## src/rtl/prim_intr_coalesce.sv

```systemverilog
// Multi-channel interrupt handler: event/status channels, optional rising-edge sources,
// and a coalescing engine that fires irq_o on an event-count threshold or a timeout.
module prim_intr_coalesce #(
    parameter int unsigned      Width      = 8,
    parameter logic [Width-1:0] IntrType   = '0,
    parameter logic [Width-1:0] EdgeDetect = '0,
    parameter int unsigned      CntW       = 8,
    parameter bit               FlopOutput = 1'b1
) (
    input  logic             clk_i,
    input  logic             rst_i,
    input  logic [Width-1:0] event_intr_i,
    input  logic [Width-1:0] reg2hw_intr_enable_q_i,
    input  logic [Width-1:0] reg2hw_intr_test_q_i,
    input  logic             reg2hw_intr_test_qe_i,
    input  logic [Width-1:0] reg2hw_intr_state_q_i,
    output logic             hw2reg_intr_state_de_o,
    output logic [Width-1:0] hw2reg_intr_state_d_o,
    input  logic [CntW-1:0]  coal_thresh_i,
    input  logic [CntW-1:0]  coal_timeout_i,
    output logic [Width-1:0] intr_o,
    output logic             irq_o,
    output logic [CntW-1:0]  coal_cnt_o
);

    typedef enum logic [1:0] {
        StIdle    = 2'd0,
        StCollect = 2'd1,
        StFire    = 2'd2
    } state_e;

    localparam logic [CntW-1:0] CntOne = CntW'(1);

    function automatic logic [CntW-1:0] popcnt(input logic [Width-1:0] v);
        logic [CntW-1:0] c;
        c = '0;
        for (int i = 0; i < Width; i++) begin
            c = c + CntW'(v[i]);
        end
        return c;
    endfunction

    function automatic logic [CntW-1:0] sat_add(input logic [CntW-1:0] a,
                                                 input logic [CntW-1:0] b);
        logic [CntW:0] s;
        s = {1'b0, a} + {1'b0, b};
        return s[CntW] ? {CntW{1'b1}} : s[CntW-1:0];
    endfunction

    logic [Width-1:0] prev_q;
    logic [Width-1:0] new_ev_s;
    logic [Width-1:0] state_d_s;
    logic [CntW-1:0]  inc_s, thr_s, cnt_sum_s, timer_inc_s;
    logic             pend_s;
    state_e           st_q;
    logic [CntW-1:0]  cnt_q, timer_q;
    logic             irq_q;

    // Source history for rising-edge channels.
    always_ff @(posedge clk_i or posedge rst_i) begin
        if (rst_i) begin
            prev_q <= '0;
        end else begin
            prev_q <= event_intr_i;
        end
    end

    // New events, INTR_STATE next value and coalescing increments.
    always_comb begin
        new_ev_s    = (event_intr_i & ~(EdgeDetect & prev_q))
                    | ({Width{reg2hw_intr_test_qe_i}} & reg2hw_intr_test_q_i);
        state_d_s   = (IntrType & new_ev_s) | (~IntrType & (reg2hw_intr_state_q_i | new_ev_s));
        inc_s       = popcnt(new_ev_s & reg2hw_intr_enable_q_i);
        pend_s      = |(reg2hw_intr_state_q_i & reg2hw_intr_enable_q_i);
        thr_s       = (coal_thresh_i == '0) ? CntOne : coal_thresh_i;
        cnt_sum_s   = sat_add(cnt_q, inc_s);
        timer_inc_s = sat_add(timer_q, CntOne);
    end

    assign hw2reg_intr_state_d_o  = state_d_s;
    assign hw2reg_intr_state_de_o = (|(new_ev_s & ~IntrType))
                                  | (|((state_d_s ^ reg2hw_intr_state_q_i) & IntrType));

    // Coalescing FSM; firing wins over the all-cleared exit in COLLECT.
    always_ff @(posedge clk_i or posedge rst_i) begin
        if (rst_i) begin
            st_q    <= StIdle;
            cnt_q   <= '0;
            timer_q <= '0;
            irq_q   <= 1'b0;
        end else begin
            case (st_q)
                StIdle: begin
                    if (inc_s != '0) begin
                        cnt_q <= inc_s;
                        if (inc_s >= thr_s) begin
                            st_q  <= StFire;
                            irq_q <= 1'b1;
                        end else begin
                            st_q <= StCollect;
                        end
                    end
                end
                StCollect: begin
                    timer_q <= timer_inc_s;
                    cnt_q   <= cnt_sum_s;
                    if ((cnt_sum_s >= thr_s) ||
                        ((coal_timeout_i != '0) && (timer_inc_s >= coal_timeout_i))) begin
                        st_q  <= StFire;
                        irq_q <= 1'b1;
                    end else if (!pend_s && (inc_s == '0)) begin
                        st_q    <= StIdle;
                        cnt_q   <= '0;
                        timer_q <= '0;
                    end
                end
                StFire: begin
                    cnt_q <= cnt_sum_s;
                    if (!pend_s && (inc_s == '0)) begin
                        st_q    <= StIdle;
                        irq_q   <= 1'b0;
                        cnt_q   <= '0;
                        timer_q <= '0;
                    end
                end
                default: begin
                    st_q    <= StIdle;
                    irq_q   <= 1'b0;
                    cnt_q   <= '0;
                    timer_q <= '0;
                end
            endcase
        end
    end

    assign irq_o      = irq_q;
    assign coal_cnt_o = cnt_q;

    if (FlopOutput) begin : g_flop_out
        logic [Width-1:0] intr_q;
        // Registered per-channel interrupt outputs.
        always_ff @(posedge clk_i or posedge rst_i) begin
            if (rst_i) begin
                intr_q <= '0;
            end else begin
                intr_q <= reg2hw_intr_state_q_i & reg2hw_intr_enable_q_i;
            end
        end
        assign intr_o = intr_q;
    end else begin : g_comb_out
        assign intr_o = reg2hw_intr_state_q_i & reg2hw_intr_enable_q_i;
    end

endmodule

```

## config.mk

```make
export PLATFORM = sky130hd
export DESIGN_NAME = prim_intr_coalesce
export DESIGN_NICKNAME = d
export VERILOG_FILES = /design/src/rtl/prim_intr_coalesce.sv
export SDC_FILE = /design/constraint.sdc
export NUM_CORES = 1
export LEC_CHECK = 0
export ABC_AREA = 1
export CORE_MARGIN = 3
export CORE_UTILIZATION = 45
export CTS_BUF_LIST = sky130_fd_sc_hd__clkbuf_8
export DETAILED_ROUTE_END_ITERATION = 10
export PLACE_DENSITY = 0.82
export SYNTH_ARGS = -nofsm -noshare
export SYNTH_HDL_FRONTEND = slang
export SYNTH_SLANG_ARGS = --single-unit
```

## constraint.sdc

```tcl
create_clock -name clk_i -period 5.57 [get_ports clk_i]
set_input_delay 0.557 -clock clk_i [delete_from_list [all_inputs] [get_ports clk_i]]
set_output_delay 0.557 -clock clk_i [all_outputs]
set_load 0.03 [all_outputs]
```

==> results of run 1 <==
## sequential cells by signal (all words and copies together) (netlist names)
signal and cells:
intr_o 8, coal_cnt_o 8, st_q 2, irq_o 1, timer_q 8
## cell families after synthesis
family                     share of synthesized area
buffers and inverters                          0.128
xor gates and xnor gates                      0.0134
DFF                                            0.269
and+or+nand+nor                                0.313
AOI/OAI and AO/OA                             0.0975
adders and majority gates                      0.179
## routing by layer
metal,part of all wire,wire (um),track usage,up-vias
met5,0,0,0,-
met4,0.021,147,0.0591,0
met3,0.060,417,0.0377,14
met2,0.52,3580,0.406,87
met1,0.40,2760,0.248,1214
li1,-,-,-,1357
## where the power goes
group          total, uW  internal (uW)  leakage, uW  switching, uW
Clock                107           49.4    0.0000269           57.3
Sequential           297            248     0.000349           49.2
Combinational       1070            479      0.00168            589
## worst max-delay path, stage by stage
cell,delay (ns)
clkdlybuf4s50_1,0.42
inv_1,0.07
nor2_2,0.04
fa_1,0.49
inv_2,0.04
fa_1,0.49
inv_2,0.04
fa_1,0.48
ha_2,0.17
inv_1,0.05
fa_2,0.53
inv_2,0.06
ha_1,0.29
nand3_2,0.11
a21boi_4,0.22
o21ai_1,0.10
or2_1,0.22
nand3_2,0.10
ha_4,0.22
a21oi_2,0.14
o21ai_1,0.10
a21oi_2,0.12
nand2_2,0.11
buf_4,0.15
o21ai_0,0.16
o21ai_1,0.07
## synth_stat cells
| library cell | n | area (sq um) |
|---|---|---|
| or2_0 | 1 | 6.26 |
| fa_1 | 5 | 100 |
| nand4_1 | 6 | 37.5 |
| a21oi_1 | 20 | 100 |
| o21a_1 | 1 | 7.51 |
| nand2_2 | 3 | 18.8 |
| nand2_1 | 94 | 353 |
| nand3_4 | 1 | 17.5 |
| xor2_1 | 2 | 17.5 |
| nand2_8 | 1 | 20.0 |
| a21boi_1 | 1 | 7.51 |
| clkbuf_1 | 1 | 3.75 |
| nor4_1 | 1 | 6.26 |
| or2_2 | 7 | 43.8 |
| nand3_1 | 17 | 85.1 |
| ha_1 | 28 | 350 |
| o21bai_1 | 2 | 15.0 |
| inv_1 | 83 | 312 |
| a31oi_1 | 1 | 6.26 |
| nor3_1 | 3 | 15.0 |
| o21ai_0 | 15 | 75.1 |
| o21ai_1 | 5 | 25.0 |
| nor2_1 | 36 | 135 |
| xnor2_2 | 1 | 16.3 |
| nor2_4 | 1 | 11.3 |
| a31o_2 | 1 | 8.76 |
| nand2_4 | 2 | 22.5 |
| dfrtp_1 | 27 | 676 |
| inv_2 | 2 | 7.51 |
| nor3_4 | 1 | 16.3 |
## stage by stage
step	setup TNS [ns]	area, sq um	cells	util
CTS	0	3670	542	0.696
floorplan	0	2550	369	-
global route	-0.0313	3770	543	0.715
finish	0	3770	543	0.715
detailed placement	-11.55	3550	535	0.673
global placement	-10.88	3550	535	0.673
## how the worst min path moves through the flow
| stage | start | endpoint | slack (ns) | cells after the start |
|---|---|---|---|---|
| 3_3_place_gp | irq_o$_DFFE_PP0P_ | irq_o$_DFFE_PP0P_ | 0.47 | 2 |
| 5_1_grt | irq_o$_DFFE_PP0P_ | irq_o$_DFFE_PP0P_ | 0.52 | 2 |
| 3_5_place_dp | irq_o$_DFFE_PP0P_ | irq_o$_DFFE_PP0P_ | 0.49 | 2 |
| 2_1_floorplan | timer_q[7]$_DFFE_PP0P_ | timer_q[7]$_DFFE_PP0P_ | 0.47 | 2 |
| 6_report | irq_o$_DFFE_PP0P_ | irq_o$_DFFE_PP0P_ | 0.50 | 2 |
| 4_1_cts | irq_o$_DFFE_PP0P_ | irq_o$_DFFE_PP0P_ | 0.51 | 2 |
## repair_timing
item,in CTS,in global routing
setup buffers,3,1
endpoints found under the setup margin,19,19
pin swaps,22,32
resized for setup,25,28
hold endpoints to repair,0,0
## area by class of cell
| class | count | area [sq um] | area share |
|---|---|---|---|
| tap | 70 | 87.6 | 0.0232 |
| clock inverter | 1 | 3.75 | 0.000996 |
| sequential | 27 | 676 | 0.179 |
| clock buffer | 3 | 41.3 | 0.0110 |
| inverter | 85 | 319 | 0.0846 |
| multi-input combinational | 256 | 1700 | 0.450 |
| timing repair buffer | 101 | 945 | 0.251 |
==> summary.txt, run 1 <==
Critical path
  – R2R depth: 17
  – Worst reg2reg path startpoint: coal_cnt_o[0]$_DFFE_PP0N_
  – Setup crit start kind: input port
  – Reg2reg setup slack: 2.70 ns
  – Worst Path Required: between 5 and 6 ns
  – Critical path endpoint: timer_q[1]$_DFFE_PP0P_
  – Startpoint of the worst setup timing path: reg2hw_intr_enable_q_i[3]
  – Kind of end point of the critical path: flop
  – Endpoint of the worst-slack reg-to-reg timing path: timer_q[1]$_DFFE_PP0P_
  – Largest driver fanout on the critical path: 5
  – CP arrival: between 5 and 6 ns
  – Critical path class: input port to flop

Layout
  – Most common library cell in the layout ignoring fill and taps: nand2_1
  – Commonest cells after routing, fill and taps aside: nand2_1 (88), inv_1 (77), clkdlybuf4s50_1 (67)
  – Share of cells above drive strength 1: 0.182
  – Nets: around 560
  – N_diodes: 0
  – Area growth from synthesis to layout: 49.8%
  – Fill cell total of the finished layout: roughly 420

Floorplanning
  – Row count: 26
  – Die Span X: between 80 and 90 um
  – Area of the core: ~5300 sq um
  – Die outline area: about 6500 sq um
  – Number of top-level design ports: between 70 and 80
  – Height of the chip: between 80 and 90 um
  – Starting density of the core: 0.477

Routing
  – Antenna violation net count after detailed routing: 0
  – Total wire length: roughly 6.9 mm
  – Via count normalized by instance count: between 4 and 5
  – Number of detailed-route iterations in the first pass: 4
  – Total vias in the final route: 2672
  – Iteration-0 DRC count of the detailed router: 165
  – Wire length per cell after detailed routing: about 13 um
  – Number of DRC violations after detailed routing: 0

GRT
  – Via count of the first global-routing pass: 2695
  – All-Layer GR Usage: 0.215
  – Antenna violations before repair: 0
  – First-pass GRT wire length: 11.1 mm
  – Pin count of the biggest net entering global routing: 28
  – Global-route congestion overflow total: 0

Synth
  – Post-synthesis cell count: 369
  – Cell area after synthesis: 2520 sq um
  – Average footprint of a synthesized cell: between 6 and 7 sq um
  – Register bit total from synthesis: 27
  – Number of warnings reported in the yosys synthesis log: 0
  – Unique cell type count in the Yosys netlist: 30
  – Sequential cell area fraction in the yosys report: 0.269
  – Net count after synthesis: 453

Clock network
  – Clock transition at the register clock pins on the worst setup and hold paths after CTS: approximately 0.09 ns
  – Post-CTS Hold Fix Bufs: 0
  – Number of clock sinks: 27
  – Clock insertion delay at the later pin of the skew report: approximately 0.27 ns
  – Buffer depth of the longest clock path: 2
  – Clk Tree Root Cell: clkbuf_8
  – CTS buffer count: 3
  – H-tree depth reported by CTS: 1
  – CTS tree: yes

Placement
  – IO Port Bufs: 76
  – Worst Setup Slack post-DPL: -0.693 ns
  – Routability cong.: 0.877
  – Sum of net half-perimeters after detailed placement: 5.64 mm

STA
  – Final Skew: approximately 0.0035 ns
  – Endpoints failing setup: 0
  – FMAX: roughly 190 MHz
  – Worst relative slew slack: 0.341
  – Minimum hold slack: 0.497 ns
  – Max-slew violation count: 0
  – Slew at the pin closest to its max-slew limit: slightly below 1 ns
  – Final hold violation count: 0
  – Clock period minus final worst setup slack: about 5.4 ns
  – Final worst path period share: 0.966
  – Worst Slack Setup Final: roughly 0.19 ns

Pwr
  – Pwr Total: ~1500 uW
  – Static Leakage: a little over 0.002 uW
  – Worst IR Drop VDD: roughly 0.00021 V
  – Power per unit of standard cell area: roughly 390 nW/um^2

Run status
  – Run status: finished clean

Run
  – # Max-Cap Violations: 0

Worst hold path
  – Tightest Hold Check Type: flop to flop
(Power assumes the default switching activity.)
==> inputs of run 2 (changes only) <==
clock period = 5.79 ns   (was 5.57 ns; I/O delays follow)
==> run 2 against run 1 <==
Effect of this change: first-iteration DRC count down 31%; final cell count down 0.37%; clock skew up 0.0039 ns; critical path depth up 3; worst hold slack better by 0.0027 ns; sequential share of layout area up 0.30 points; combinational power down 10%; register-to-register slack better by 0.10 ns; global-route usage up 0.64 points; wire length up 0.46%; largest cell class unchanged; highest routed layer unchanged.
==> summary.txt, run 2 (synthesis gave the netlist of run 1 again) <==
Run status
  – Run status: finished clean

Layout
  – Area growth from synthesis to layout: 47.3%
  – Commonest cells after routing, fill and taps aside: nand2_1 (89), inv_1 (80), clkdlybuf4s50_1 (71)
  – Nets: roughly 560
  – Most common library cell in the layout ignoring fill and taps: nand2_1
  – Share of cells above drive strength 1: 0.157
  – Final core utilization: 0.703

Pwr
  – Power per unit of standard cell area: 365 nW/um^2
  – Static Leakage: slightly above 0.002 uW
  – Worst IR Drop VDD: 0.000180 V

STA
  – FMAX: 178 MHz
  – Clock period minus final worst setup slack: approximately 5.6 ns
  – Final Skew: between 0.007 and 0.008 ns
  – Max-slew violation count: 0
  – Final setup TNS: 0 ns
  – Worst Slack Setup Final: ~0.17 ns
  – Endpoints failing setup: 0
  – Worst relative slew slack: 0.321
  – Slew at the pin closest to its max-slew limit: a little over 1 ns
  – Final hold violation count: 0
  – Final worst path period share: 0.970

Routing
  – Iteration-0 DRC count of the detailed router: 114
  – Total vias in the final route: 2690
  – Via count normalized by instance count: 4.97
  – Wire length per cell after detailed routing: approximately 13 um
  – Number of DRC violations after detailed routing: 0
  – Total wire length: about 6.9 mm
  – Antenna violation net count after detailed routing: 0
  – Number of detailed-route iterations in the first pass: 4

Floorplanning
  – Die outline area: 6520 sq um
  – Starting density of the core: 0.477
  – Number of top-level design ports: 77
  – Row count: 26
  – Height of the chip: just over 80 um
  – Area of the core: approximately 5300 sq um
  – Die Span X: roughly 81 um

Clock network
  – H-tree depth reported by CTS: 1
  – Clk Tree Root Cell: clkbuf_8
  – Number of clock sinks: 27
  – Buffer depth of the longest clock path: 2
  – Clock transition at the register clock pins on the worst setup and hold paths after CTS: 0.09 ns
  – Clock insertion delay at the later pin of the skew report: approximately 0.28 ns
  – CTS tree: yes
  – CTS buffer count: 3

GRT
  – Antenna violations before repair: 1
  – Global-route congestion overflow total: 0
  – Via count of the first global-routing pass: 2719
  – All-Layer GR Usage: 0.221
  – First-pass GRT wire length: approximately 11 mm
  – Pin count of the biggest net entering global routing: 28

Critical path
  – Startpoint of the worst setup timing path: reg2hw_intr_test_q_i[3]
  – Endpoint of the worst-slack reg-to-reg timing path: coal_cnt_o[2]$_DFFE_PP0N_
  – Critical path class: input port to flop
  – Worst reg2reg path startpoint: coal_cnt_o[0]$_DFFE_PP0N_
  – Worst Path Required: roughly 6.0 ns
  – Setup crit start kind: input port
  – Reg2reg setup slack: ~2.8 ns
  – CP arrival: 5.78 ns
  – Critical path endpoint: coal_cnt_o[2]$_DFFE_PP0N_
  – Kind of end point of the critical path: flop
  – Max incr delay on CP: ~0.54 ns
  – R2R depth: 18
  – Most Frequent Cell on Critical Path: nand2_1
  – Largest driver fanout on the critical path: 8
  – Worst path slowest cell: fa_2

Run
  – # Max-Cap Violations: 0

Placement
  – Sum of net half-perimeters after detailed placement: between 5 and 6 mm
  – Routability cong.: approximately 0.87
  – IO Port Bufs: 76
  – Worst Setup Slack post-DPL: -0.698 ns

Worst hold path
  – Tightest Hold Check Type: flop to flop
## run 2: changes by cell type in the layout (fill, tap and decap cells not counted), moves of 3 or more
cell             before  now
o21ai_1               7   14
o21ai_0              11    5
dlygate4sd2_1         6    1
clkdlybuf4s50_1      67   71
inv_2                 9    5
inv_1                77   80
nand3_1              13   16
## run 2: report_power, final
group	total, uW	internal (uW)	switching (uW)
logic	962	423	539
clock network	107	48.3	58.3
registers	285	238	46.6
total	1350	709	644
## run 2: per-layer routing
layer / wire [um] / track usage / up-vias
li1: - / - / 1355
met1: 2690 / 0.251 / 1212
met2: 3490 / 0.404 / 107
met3: 595 / 0.0543 / 16
met4: 167 / 0.0760 / 0
met5: 0 / 0 / -
## run 2: how the worst min path moves through the flow
stage | startpoint | to | slack (ns) | cells past startpoint
floorplan | timer_q[7]$_DFFE_PP0P_ | timer_q[7]$_DFFE_PP0P_ | 0.47 | 2
global route | irq_o$_DFFE_PP0P_ | irq_o$_DFFE_PP0P_ | 0.52 | 2
detailed placement | irq_o$_DFFE_PP0P_ | irq_o$_DFFE_PP0P_ | 0.48 | 2
CTS | irq_o$_DFFE_PP0P_ | irq_o$_DFFE_PP0P_ | 0.51 | 2
finish | irq_o$_DFFE_PP0P_ | irq_o$_DFFE_PP0P_ | 0.50 | 2
global placement | irq_o$_DFFE_PP0P_ | irq_o$_DFFE_PP0P_ | 0.46 | 2
## run 2: layout make-up
type | instances | area (sq um)
multi-input combinational | 256 | 1640
fill | 426 | 1560
timing repair buffer | 98 | 935
sequential | 27 | 676
inverter | 85 | 319
tap | 70 | 87.6
clock buffer | 3 | 41.3
clock inverter | 1 | 5.00
antenna | 1 | 2.50
## run 2: per-stage QoR
stage                     total power, uW  hold WS, ns  cell area, sq um  instances
final                                1350        0.500              3710        541
after global routing                 1490        0.524              3700        540
after CTS                            1310        0.505              3620        537
after detailed placement             1140        0.482              3500        533
after global placement               1110        0.464              3500        533
after floorplan                       843        0.465              2520        369
## run 2: repair_timing
| action | 4_1_cts | 5_1_grt |
|---|---|---|
| buffers inserted | 0 | 3 |
| gates cloned | 0 | 0 |
| hold buffers | 0 | 0 |
| pin swaps | 8 | 21 |
| gates resized for setup | 19 | 27 |
| setup endpoints to repair | 19 | 19 |
## run 2: worst max-delay path: cells and delay by family
family | cells | cell delay, ns
simple gates | 13 | 1.29
buf+inv | 6 | 0.70
fa+ha+maj | 7 | 2.77
compound gates | 3 | 0.41
==> inputs of run 3 (changes only) <==
CORE_UTILIZATION = 40   (was 45)
PLACE_DENSITY = 0.7   (was 0.82)
SETUP_SLACK_MARGIN = 0.2   (was unset)
==> run 3 against run 2 <==
Effect of this change: global-route usage down 2.3 points; sequential power hardly changed; core utilization is 6.5 points lower; clock power grew 5%; clock-buffer cell count stayed put; setup slack better by 0.25 ns; non-clock buffer count increased by 3; maximum frequency grew 4.6%.
==> summary.txt, run 3 (synthesis gave the netlist of run 1 again) <==
Run status
  – Run status: finished clean

Floorplanning
  – Die Span X: between 80 and 90 um
  – Height of the chip: roughly 85 um
  – Die outline area: 7280 sq um
  – Area of the core: approximately 6000 sq um
  – Row count: 28
  – Starting density of the core: 0.420
  – Number of top-level design ports: 77

Critical path
  – Setup crit start kind: input port
  – Most Frequent Cell on Critical Path: nand2_2
  – Critical path endpoint: coal_cnt_o[3]$_DFFE_PP0N_
  – Worst path slowest cell: fa_1
  – CP arrival: between 5 and 6 ns
  – Worst reg2reg path startpoint: coal_cnt_o[0]$_DFFE_PP0N_
  – Largest driver fanout on the critical path: 8
  – CP delay by family, top: adder cells
  – WP depth: 31
  – Max incr delay on CP: between 0.5 and 0.6 ns
  – Critical path class: input port to flop
  – Reg2reg setup slack: between 2 and 3 ns
  – R2R depth: 18
  – Kind of end point of the critical path: flop
  – Endpoint of the worst-slack reg-to-reg timing path: coal_cnt_o[3]$_DFFE_PP0N_
  – Worst Path Required: ~6.0 ns
  – Startpoint of the worst setup timing path: event_intr_i[0]
  – Buffers and inverters on the worst path: 7

Worst hold path
  – Tightest Hold Check Type: flop to flop
  – Number of cells on the worst hold path: 2

STA
  – Slew at the pin closest to its max-slew limit: slightly above 1 ns
  – Max-slew violation count: 0
  – Final Skew: 0.00508 ns
  – Worst Slack Setup Final: 0.422 ns
  – Minimum hold slack: 0.505 ns
  – Final hold violation count: 0
  – Clock period minus final worst setup slack: 5.37 ns
  – FMAX: about 190 MHz
  – Endpoints failing setup: 0
  – Final setup TNS: 0 ns
  – Unrepaired setup endpoints after global routing: false
  – Final worst path period share: 0.927
  – Worst relative slew slack: 0.327

Routing
  – Wire length per cell after detailed routing: approximately 13 um
  – Antenna violation net count after detailed routing: 0
  – Total wire length: about 7 mm
  – Number of DRC violations after detailed routing: 0
  – Via count normalized by instance count: 4.88
  – Iteration-0 DRC count of the detailed router: roughly 110
  – Number of detailed-route iterations in the first pass: 4
  – Total vias in the final route: roughly 2700

Layout
  – Area growth from synthesis to layout: 52.0%
  – Share of cells above drive strength 1: 0.209
  – N_diodes: 0
  – Most common library cell in the layout ignoring fill and taps: nand2_1
  – Non-filler instance count after layout: about 550
  – Nets: ~560
  – Fill cell total of the finished layout: ~540
  – Commonest cells after routing, fill and taps aside: nand2_1 (81), inv_1 (75), clkdlybuf4s50_1 (66)

GRT
  – Via count of the first global-routing pass: 2814
  – Pin count of the biggest net entering global routing: 28
  – All-Layer GR Usage: 0.198
  – First-pass GRT wire length: between 10 and 15 mm
  – Global-route congestion overflow total: 0
  – Antenna violations before repair: 0

Clock network
  – Clock insertion delay at the later pin of the skew report: 0.28 ns
  – Clk Tree Root Cell: clkbuf_8
  – Number of clock sinks: 27
  – Buffer depth of the longest clock path: 2
  – H-tree depth reported by CTS: 1
  – CTS tree: yes
  – CTS buffer count: 3
  – Clock transition at the register clock pins on the worst setup and hold paths after CTS: approximately 0.1 ns

Placement
  – Sum of net half-perimeters after detailed placement: roughly 5.8 mm
  – Post-placement cell count: 539
  – Routability cong.: about 0.96
  – Worst Setup Slack post-DPL: -0.562 ns
  – IO Port Bufs: 76

Pwr
  – Power per unit of standard cell area: ~390 nW/um^2
  – Static Leakage: 0.00206 uW
  – Worst IR Drop VDD: approximately 0.00018 V
  – Pwr Total: approximately 1500 uW

Run
  – # Max-Cap Violations: 0
==> run 3: layout make-up <==
| cell class | count | area (sq um) | area share |
|---|---|---|---|
| multi-input combinational | 256 | 1730 | 0.452 |
| timing repair buffer | 101 | 960 | 0.251 |
| sequential | 27 | 676 | 0.177 |
| inverter | 85 | 319 | 0.0834 |
| tap | 75 | 93.8 | 0.0245 |
| clock buffer | 3 | 41.3 | 0.0108 |
| clock inverter | 1 | 7.51 | 0.00196 |
==> run 3: what timing repair did <==
action                     4_1_cts  5_1_grt
hold buffers                     0        0
pin swaps                       23       39
setup endpoints to repair       19       19
resized for setup               35       33
buffers inserted                 3        2
==> run 3: worst register-to-register path, cell delays in order, from the launching register on <==
cell and delay, ns:
dfrtp_1 0.43, ha_1 0.26, fa_2 0.39, nand3_4 0.09, a21oi_4 0.07, nand2_2 0.11, inv_2 0.04, or2_4 0.25
ha_4 0.22, nand2_2 0.07, nand3_2 0.09, nand2_2 0.07, nand2_2 0.06, a21oi_2 0.15, nand2_2 0.12, nand2_4 0.11
nand3_4 0.12, nand2_2 0.10, nand3_2 0.05
==> run 3: worst min-delay path by stage <==
stage                                      start                      to  slack, ns
after floorplan           timer_q[7]$_DFFE_PP0P_  timer_q[7]$_DFFE_PP0P_       0.47
after global placement         irq_o$_DFFE_PP0P_       irq_o$_DFFE_PP0P_       0.46
after detailed placement       irq_o$_DFFE_PP0P_       irq_o$_DFFE_PP0P_       0.48
after CTS                      irq_o$_DFFE_PP0P_       irq_o$_DFFE_PP0P_       0.50
after global routing           irq_o$_DFFE_PP0P_       irq_o$_DFFE_PP0P_       0.57
final                          irq_o$_DFFE_PP0P_       irq_o$_DFFE_PP0P_       0.51
==> run 3: power by group <==
part	internal, uW	leakage, uW	switching, uW	total (uW)
registers	238	0.000349	49.8	288
logic	491	0.00169	583	1070
clock network	49.0	0.0000217	62.6	112
total	778	0.00206	695	1470
==> run 3: per-stage QoR <==
stage | instance area [sq um] | utilization
3_5_place_dp | 3540 | 0.592
4_1_cts | 3690 | 0.616
3_3_place_gp | 3540 | 0.592
2_1_floorplan | 2550 | -
6_report | 3820 | 0.638
5_1_grt | 3820 | 0.638
==> run 3: per-layer routing <==
metal | vias up | GRT usage | part of all wire
met1 | 1218 | 0.230 | 0.41
li1 | 1349 | - | -
met3 | 17 | 0.0398 | 0.063
met2 | 89 | 0.362 | 0.51
met4 | 0 | 0.0633 | 0.019
met5 | - | 0 | 0
